===== src/rtl/mem_stage_access_ctrl.sv =====
// MEM stage access controller: runs the data-memory req/ack transaction,
// stalls the pipeline while busy and emits a registered writeback bundle.
module mem_stage_access_ctrl #(
  parameter int DATA_W  = 32,
  parameter int REG_W   = 4,
  parameter int TIMEOUT = 15
) (
  input  logic              clk,
  input  logic              rst,
  input  logic              in_valid,
  input  logic              in_wmem,
  input  logic              in_rmem,
  input  logic              in_wreg,
  input  logic [REG_W-1:0]  in_dest,
  input  logic [DATA_W-1:0] in_addr,
  input  logic [DATA_W-1:0] in_wdata,
  output logic              stall,
  output logic              mem_req,
  output logic              mem_we,
  output logic [DATA_W-1:0] mem_addr,
  output logic [DATA_W-1:0] mem_wdata,
  input  logic              mem_ack,
  input  logic [DATA_W-1:0] mem_rdata,
  output logic              wb_valid,
  output logic              wb_wreg,
  output logic [REG_W-1:0]  wb_dest,
  output logic [DATA_W-1:0] wb_data,
  output logic              err
);

  localparam int CW = $clog2(TIMEOUT + 1);

  typedef enum logic {
    IDLE,
    REQ
  } state_e;

  state_e            state_q, state_d;
  logic [CW-1:0]     cnt_q, cnt_d;
  logic              we_q, we_d;
  logic [DATA_W-1:0] addr_q, addr_d;
  logic [DATA_W-1:0] wdata_q, wdata_d;
  logic              lwreg_q, lwreg_d;
  logic [REG_W-1:0]  ldest_q, ldest_d;
  logic              wbv_q, wbv_d;
  logic              wbw_q, wbw_d;
  logic [REG_W-1:0]  wbd_q, wbd_d;
  logic [DATA_W-1:0] wbx_q, wbx_d;
  logic              err_q, err_d;

  logic              op_mem;
  logic              op_ill;
  logic              op_alu;
  logic [CW-1:0]     cnt_inc;

  assign op_mem  = in_wmem ^ in_rmem;
  assign op_ill  = in_wmem & in_rmem;
  assign op_alu  = ~(in_wmem | in_rmem);
  assign cnt_inc = cnt_q + CW'(1);

  // Next-state and writeback bundle computation
  always_comb begin
    state_d = state_q;
    cnt_d   = cnt_q;
    we_d    = we_q;
    addr_d  = addr_q;
    wdata_d = wdata_q;
    lwreg_d = lwreg_q;
    ldest_d = ldest_q;
    wbv_d   = 1'b0;
    wbw_d   = wbw_q;
    wbd_d   = wbd_q;
    wbx_d   = wbx_q;
    err_d   = err_q;
    unique case (state_q)
      IDLE: begin
        if (in_valid) begin
          unique case (1'b1)
            op_mem: begin
              state_d = REQ;
              cnt_d   = '0;
              we_d    = in_wmem;
              addr_d  = in_addr;
              wdata_d = in_wdata;
              lwreg_d = in_wreg;
              ldest_d = in_dest;
            end
            op_ill: begin
              err_d = 1'b1;
              wbv_d = 1'b1;
              wbw_d = 1'b0;
              wbd_d = in_dest;
              wbx_d = in_addr;
            end
            op_alu: begin
              wbv_d = 1'b1;
              wbw_d = in_wreg;
              wbd_d = in_dest;
              wbx_d = in_addr;
            end
            default: ;
          endcase
        end
      end
      REQ: begin
        cnt_d = cnt_inc;
        if (mem_ack) begin
          state_d = IDLE;
          wbv_d   = 1'b1;
          wbd_d   = ldest_q;
          if (we_q) begin
            wbw_d = 1'b0;
            wbx_d = addr_q;
          end else begin
            wbw_d = lwreg_q;
            wbx_d = mem_rdata;
          end
        end else if (cnt_inc == CW'(TIMEOUT)) begin
          state_d = IDLE;
          err_d   = 1'b1;
          wbv_d   = 1'b1;
          wbw_d   = 1'b0;
          wbd_d   = ldest_q;
          wbx_d   = addr_q;
        end
      end
      default: state_d = IDLE;
    endcase
  end

  // State and output registers
  always_ff @(posedge clk or negedge rst) begin
    if (!rst) begin
      state_q <= IDLE;
      cnt_q   <= '0;
      we_q    <= 1'b0;
      addr_q  <= '0;
      wdata_q <= '0;
      lwreg_q <= 1'b0;
      ldest_q <= '0;
      wbv_q   <= 1'b0;
      wbw_q   <= 1'b0;
      wbd_q   <= '0;
      wbx_q   <= '0;
      err_q   <= 1'b0;
    end else begin
      state_q <= state_d;
      cnt_q   <= cnt_d;
      we_q    <= we_d;
      addr_q  <= addr_d;
      wdata_q <= wdata_d;
      lwreg_q <= lwreg_d;
      ldest_q <= ldest_d;
      wbv_q   <= wbv_d;
      wbw_q   <= wbw_d;
      wbd_q   <= wbd_d;
      wbx_q   <= wbx_d;
      err_q   <= err_d;
    end
  end

  assign stall     = (state_q == REQ);
  assign mem_req   = (state_q == REQ);
  assign mem_we    = we_q;
  assign mem_addr  = addr_q;
  assign mem_wdata = wdata_q;
  assign wb_valid  = wbv_q;
  assign wb_wreg   = wbw_q;
  assign wb_dest   = wbd_q;
  assign wb_data   = wbx_q;
  assign err       = err_q;

endmodule


===== config.mk =====
export PLATFORM = sky130hd
export DESIGN_NAME = mem_stage_access_ctrl
export DESIGN_NICKNAME = d
export VERILOG_FILES = /design/src/rtl/mem_stage_access_ctrl.sv
export SDC_FILE = /design/constraint.sdc
export NUM_CORES = 1
export LEC_CHECK = 0
export CELL_PAD_IN_SITES_DETAIL_PLACEMENT = 1
export CELL_PAD_IN_SITES_GLOBAL_PLACEMENT = 1
export CORE_MARGIN = 8
export CORE_UTILIZATION = 36
export DETAILED_ROUTE_END_ITERATION = 8
export PLACE_DENSITY = 0.95
export SLEW_MARGIN = 30
export SYNTH_ARGS = -nofsm -noshare
export SYNTH_HDL_FRONTEND = slang
export SYNTH_SLANG_ARGS = --single-unit
export TNS_END_PERCENT = 30

===== constraint.sdc =====
create_clock -name clk -period 4 [get_ports clk]
set_input_delay 0.6 -clock clk [delete_from_list [all_inputs] [get_ports clk]]
set_output_delay 0.6 -clock clk [all_outputs]
set_load 0.02 [all_outputs]

==> results of run 1 <==
synth_stat cells, drive strengths merged (2+ instances only):
library cell	number
a211oi	2
a21oi	38
a221o	36
and2	2
buf	18
clkbuf	20
dfrtp	114
ha	4
inv	5
mux2	102
nand2	10
nand2b	2
nand3	41
nor2b	2
o21ai	45
kinds of logic after synthesis:
logic type	share of synthesized area [%]
AO/OA/AOI/OAI	15.7
XOR/XNOR	0.161
adder cells (fa/ha/maj)	0.919
buffers and inverters	3.84
flip-flops	52.4
multiplexers	21.1
AND/OR/NAND/NOR	5.88
how the worst max path moves through the flow:
stage | endpoint | cells past startpoint
after detailed placement | wb_data[17]$_DFFE_PN0P_ | 8
final | wb_data[0]$_DFFE_PN0P_ | 8
after CTS | wb_data[17]$_DFFE_PN0P_ | 8
after floorplan | wb_data[10]$_DFFE_PN0P_ | 9
after global placement | wb_data[10]$_DFFE_PN0P_ | 8
after global routing | wb_data[14]$_DFFE_PN0P_ | 8
metrics by stage:
| step | util, % | std cells | hold WS, ps | instance area [um2] | setup WS [ps] |
|---|---|---|---|---|---|
| after floorplan | - | 452 | 304 | 5440 | 1540 |
| after global placement | 51.6 | 824 | 468 | 7730 | 676 |
| final | 55.6 | 856 | 243 | 8330 | 1030 |
| after detailed placement | 51.6 | 824 | 486 | 7730 | 567 |
| after global routing | 55.6 | 856 | 305 | 8330 | 958 |
| after CTS | 55.6 | 856 | 272 | 8330 | 1060 |
power groups by stage:
stage	Sequential, mW	Clock, mW	Combinational [mW]
CTS	1.94	1.56	2.57
detailed placement	1.94	0	2.55
floorplan	2.34	0	0.841
global placement	1.89	0	2.44
finish	1.95	1.53	2.54
global route	2.01	1.61	2.69
metal layers:
layer	part of all wire, %	GRT usage [%]
met3	7.3	7.68
met1	38	22.3
met4	2.2	8.03
met2	53	38.9
met5	0	0
state kept, by name, indices dropped and copies added (netlist names):
signal / count
cnt_q: 4
ldest_q: 4
mem_addr: 32
wb_valid: 1
wb_dest: 4
mem_wdata: 32
mem_req: 1
lwreg_q: 1
err: 1
wb_wreg: 1
mem_we: 1
wb_data: 32
critical path: cells and delay by family:
family | cells | cell delay, ps
AO/OA/AOI/OAI | 2 | 530
adder cells (fa/ha/maj) | 1 | 390
buffers and inverters | 3 | 890
AND/OR/NAND/NOR | 2 | 840
final cells by class:
| cell class | count | share of cell area (%) |
|---|---|---|
| Inverter | 5 | 0.225 |
| Clock buffer | 23 | 5.98 |
| Timing Repair Buffer | 222 | 26.6 |
| Multi-Input combinational cell | 295 | 28.9 |
| Clock inverter | 9 | 1.23 |
| Tap cell | 188 | 2.82 |
| Sequential cell | 114 | 34.2 |
==> run metrics, run 1 <==
run status finished, final reports clean; highest-delay cell along the critical path clkdlybuf4s50_1; CTS tree yes; FMAX 337 MHz; worst endpoint data arrival time around 3300 ps; Main synth FF type dfrtp_1; relative slew slack about a third; Setup TNS 0 ps; CP peak stage delay 490 ps; Root Buffer clkbuf_16; Via-to-Cell Ratio between 5 and 6; synthesized flop and latch total roughly 110; DR iter-0 viols around 180; CP required 4290 ps; Sw Share a little over a third; synthesized area 5440 um2; share of layout cells above drive strength 1 ~22%; antenna violations before repair 0; Die Footprint just under 20,000 um2; switching component of the power between 2 and 2.5 mW; logic gate share of total power 42.2%; FP Rows 45; clock tree buffer depth 2; commonest non-fill, non-tap cell in the layout clkdlybuf4s50_1; R2R setup slack 1440 ps; WS Path Type in -> reg; VDD IR max 0.312 mV; final hold vios 0; drc violations 0; worst-path fanout max 19; Worst Setup Start Kind primary input; Reg area 2850 um2; FF-to-FF End wb_data[0]$_DFFE_PN0P_; leading area contributor after synthesis dfrtp_1; Pre-antenna DRT Iters 5; hpwl dp 14,300 um; Die H around 140 um; total number of vias 4,795; routed len/inst between 20 and 25 um; clk_lat worst skew 410 ps; Area Overhead vs Synth 53.1%; worst reg2reg path depth 5; Int Pwr 3.86 mW; Finish-stage setup viols 0; ANT nets after route 0; Slew @ Worst Pin between 900 and 1000 ps; I/O Buffers roughly 210; FILL cells between 1,500 and 2,000; DRT Wirelength about 20,000 um; Mapped Cells about 450; IO Pins between 200 and 250; Critical Path End Type flop; gr usage total 21.4%; top cells by area, synth dfrtp_1, mux2_2, a221o_1; TritonCTS Buffers 17; Die X around 140 um; Cell Pwr Density roughly 720 nW/um2; n_diodes 0; initial core utilization roughly 36%; synth unique cells 30; CP Cell Sequence clkdlybuf4s50_1 -> inv_1 -> ha_1 -> or3b_1 -> o311a_4 -> and2_1 -> buf_4 -> a221o_1; CTS sink count 114; RSZ-0062 raised after global routing no; Yosys warnings 0; HP Class in -> async; clock skew approximately 7.7 ps; grt total ovfl 0; min Tclk post-route between 2000 and 3000 ps; Mapped Avg Cell Area between 10 and 15 um2; largest net degree at the start of global routing 84; clock transition at the registers of the reported paths around 50 ps; number of synthesized flops with an enable pin 0; post-synth top area share ~52%; max-slew violations 0; sequential power share around a third; Post-CTS Setup Inserts 0; first-pass GRT wire length around 33,000 um; fin crit share roughly 74%; vias in the first global route between 5,000 and 6,000; most frequent cells in the layout clkdlybuf4s50_1, dfrtp_1, mux2_2; Syn Nets 563; crit path from in_wmem; Clk pwr share 25.5%; ys async rst share 100%; core area 15,000 um2; PostCTS Resize Cnt 0; Hold-fix buffers, CTS 0; CTS H-tree depth 4; Final Power approximately 6 mW; Final GP Congestion between 0.7 and 0.8; sequential element share of the synthesized area around 52%; Max Cap Viol 0; Reg2Reg Launch Point mem_req$_DFF_PN0_; Final nets roughly 770; Pleak 3.36 nW; Multi-input gate area ~2400 um2
Note: power is estimated with default switching activity, not from simulation.
==> run 2: changes to the inputs <==
Settings changed: CORE_UTILIZATION 36 to 30, PLACE_DENSITY 0.95 to 0.88.
Clock period 4 ns to 2.6 ns, I/O delays scaled along.
==> run metrics, run 2 (synthesis results as in run 1) <==
grt total ovfl 0 (unchanged); worst endpoint data arrival time 2570 ps (was 3260 ps); routed len/inst 22.6 um (was 23.8 um); clk_lat worst skew 400 ps (was 410 ps); Max Cap Viol 0 (unchanged); CTS tree yes (unchanged); hpwl dp 14,700 um (was 14,300 um); max-slew violations 0 (unchanged); fin crit share between 80% and 90%; Final GP Congestion 0.760 (was 0.739); Die Footprint 22,700 um2 (was 19,300 um2); largest net degree at the start of global routing 61 (was 84); RSZ-0062 raised after global routing no (unchanged); first-pass GRT wire length 32,400 um (was 32,600 um); Non-Filler Instances 902 (was 856); CTS sink count 114 (unchanged); drc violations 0 (unchanged); run status finished, final reports clean (unchanged); n_diodes 0 (unchanged); TritonCTS Buffers 17 (unchanged); final hold vios 0 (unchanged); Critical Path End Type flop (unchanged); IO Pins 213 (unchanged); clock transition at the registers of the reported paths 60 ps (was 50 ps); vias in the first global route 5,506 (was 5,595); Die X 151 um (was 139 um); DRT Wirelength 20,400 um (about the same); total number of vias 4,794 (was 4,795); Finish-stage setup viols 0 (unchanged); CTS H-tree depth 4 (unchanged); FILL cells 1,851 (was 1,540); Root Buffer clkbuf_16 (unchanged); commonest non-fill, non-tap cell in the layout clkdlybuf4s50_1 (unchanged); R2R setup slack 430 ps (was 1440 ps); initial core utilization 30.4% (was 36.3%); worst-path fanout max 20 (was 19); DR iter-0 viols 173 (was 178); antenna violations before repair 0 (unchanged); Pleak 3.43 nW (was 3.36 nW); HP Class in -> async (unchanged); Worst Setup Start Kind primary input (unchanged); Pre-antenna DRT Iters 4 (was 5); placed cells 872 (was 824); I/O Buffers 212 (unchanged); WS Path Type in -> reg (unchanged); min Tclk post-route ~2300 ps; Post-CTS Setup Inserts 0 (unchanged); clock tree buffer depth 2 (unchanged); VDD IR max 0.526 mV (was 0.312 mV); Hold-fix buffers, CTS 0 (unchanged); clock skew 7.85 ps (was 7.66 ps); most frequent cells in the layout clkdlybuf4s50_1, dfrtp_1, mux2_2 (unchanged); core area 17,900 um2 (was 15,000 um2); Slew @ Worst Pin 731 ps (was 987 ps); Area Overhead vs Synth 57.0% (was 53.1%); Reg area 2850 um2 (unchanged); relative slew slack 51.2% (was 34.2%); worst reg2reg path depth 7 (was 5); gr usage total 18.3% (was 21.4%); Die H 151 um (was 139 um); FMAX about 430 MHz; Cell Pwr Density 1090 nW/um2 (was 722 nW/um2); Via-to-Cell Ratio 5.31 (was 5.60); Multi-input gate area 2410 um2 (about the same); share of layout cells above drive strength 1 23.3% (was 22.5%); FP Rows 49 (was 45); Final nets 773 (was 766); ANT nets after route 0 (unchanged); PostCTS Resize Cnt 0 (unchanged); fin util 47.7% (was 55.6%); CP required 2870 ps (was 4290 ps)
==> run 2: cell count changes in the layout (fill, tap and decap cells not counted), sizes merged <==
cell,before,now
clkinvlp,3,2
bufinv,2,3
buf,11,18
clkbuf,23,20
clkinv,4,5
==> run 2: cell type report <==
| cell class | instances | share of cell area [%] |
|---|---|---|
| timing repair buffer | 229 | 27.8 |
| tap | 229 | 3.35 |
| inverter | 5 | 0.220 |
| clock inverter | 10 | 1.57 |
| clock buffer | 20 | 5.46 |
| sequential | 114 | 33.4 |
| multi-input combinational | 295 | 28.2 |
==> run 2: where the power goes <==
part	leakage [nW]	switching (mW)	total [mW]	internal, mW
combinational	1.84	1.91	3.95	2.04
clock	0.294	0.826	2.39	1.57
sequential	1.30	0.550	2.98	2.43
total	3.43	3.29	9.32	6.04
==> run 2: worst max-delay path: stages <==
cell,delay (ps)
clkdlybuf4s50_1,490
inv_1,60
ha_1,300
or3b_1,390
o311a_4,160
and2_2,240
buf_12,170
a221o_1,360
==> run 2: per-stage QoR <==
stage	area, um2	power (mW)	TNS (ps)	hold WS, ps	worst slack (ps)
floorplan	5440	4.90	0	94.4	347
global placement	7940	6.73	-1630	479	-54.5
detailed placement	7940	6.99	-3070	478	-121
CTS	8540	9.44	0	65.8	326
global route	8540	9.83	0	92.9	269
finish	8540	9.32	0	38.8	300
==> run 2: final timing paths <==
| check | startpoint | endpoint |
|---|---|---|
| worst min register to register | err$_DFFE_PN0P_ | err$_DFFE_PN0P_ |
| worst min-delay path | rst | mem_addr[24]$_DFFE_PN0P_ |
| min in group clk | err$_DFFE_PN0P_ | err$_DFFE_PN0P_ |
| worst max-delay path | in_wmem | wb_data[28]$_DFFE_PN0P_ |
| max in group asynchronous | rst | wb_data[5]$_DFFE_PN0P_ |
| worst max register to register | cnt_q[0]$_DFFE_PN0P_ | wb_data[28]$_DFFE_PN0P_ |
==> run 2: per-layer routing <==
metal  vias up  part of all wire, %  wire [um]  global-route usage, %
li1       2116                    -          -                      -
met1      2456                   40       8120                   21.1
met2       203                   49      10100                   31.5
met3        19                  9.5       1940                   6.73
met4         0                  1.2        237                   5.00
met5         -                    0          0                      0
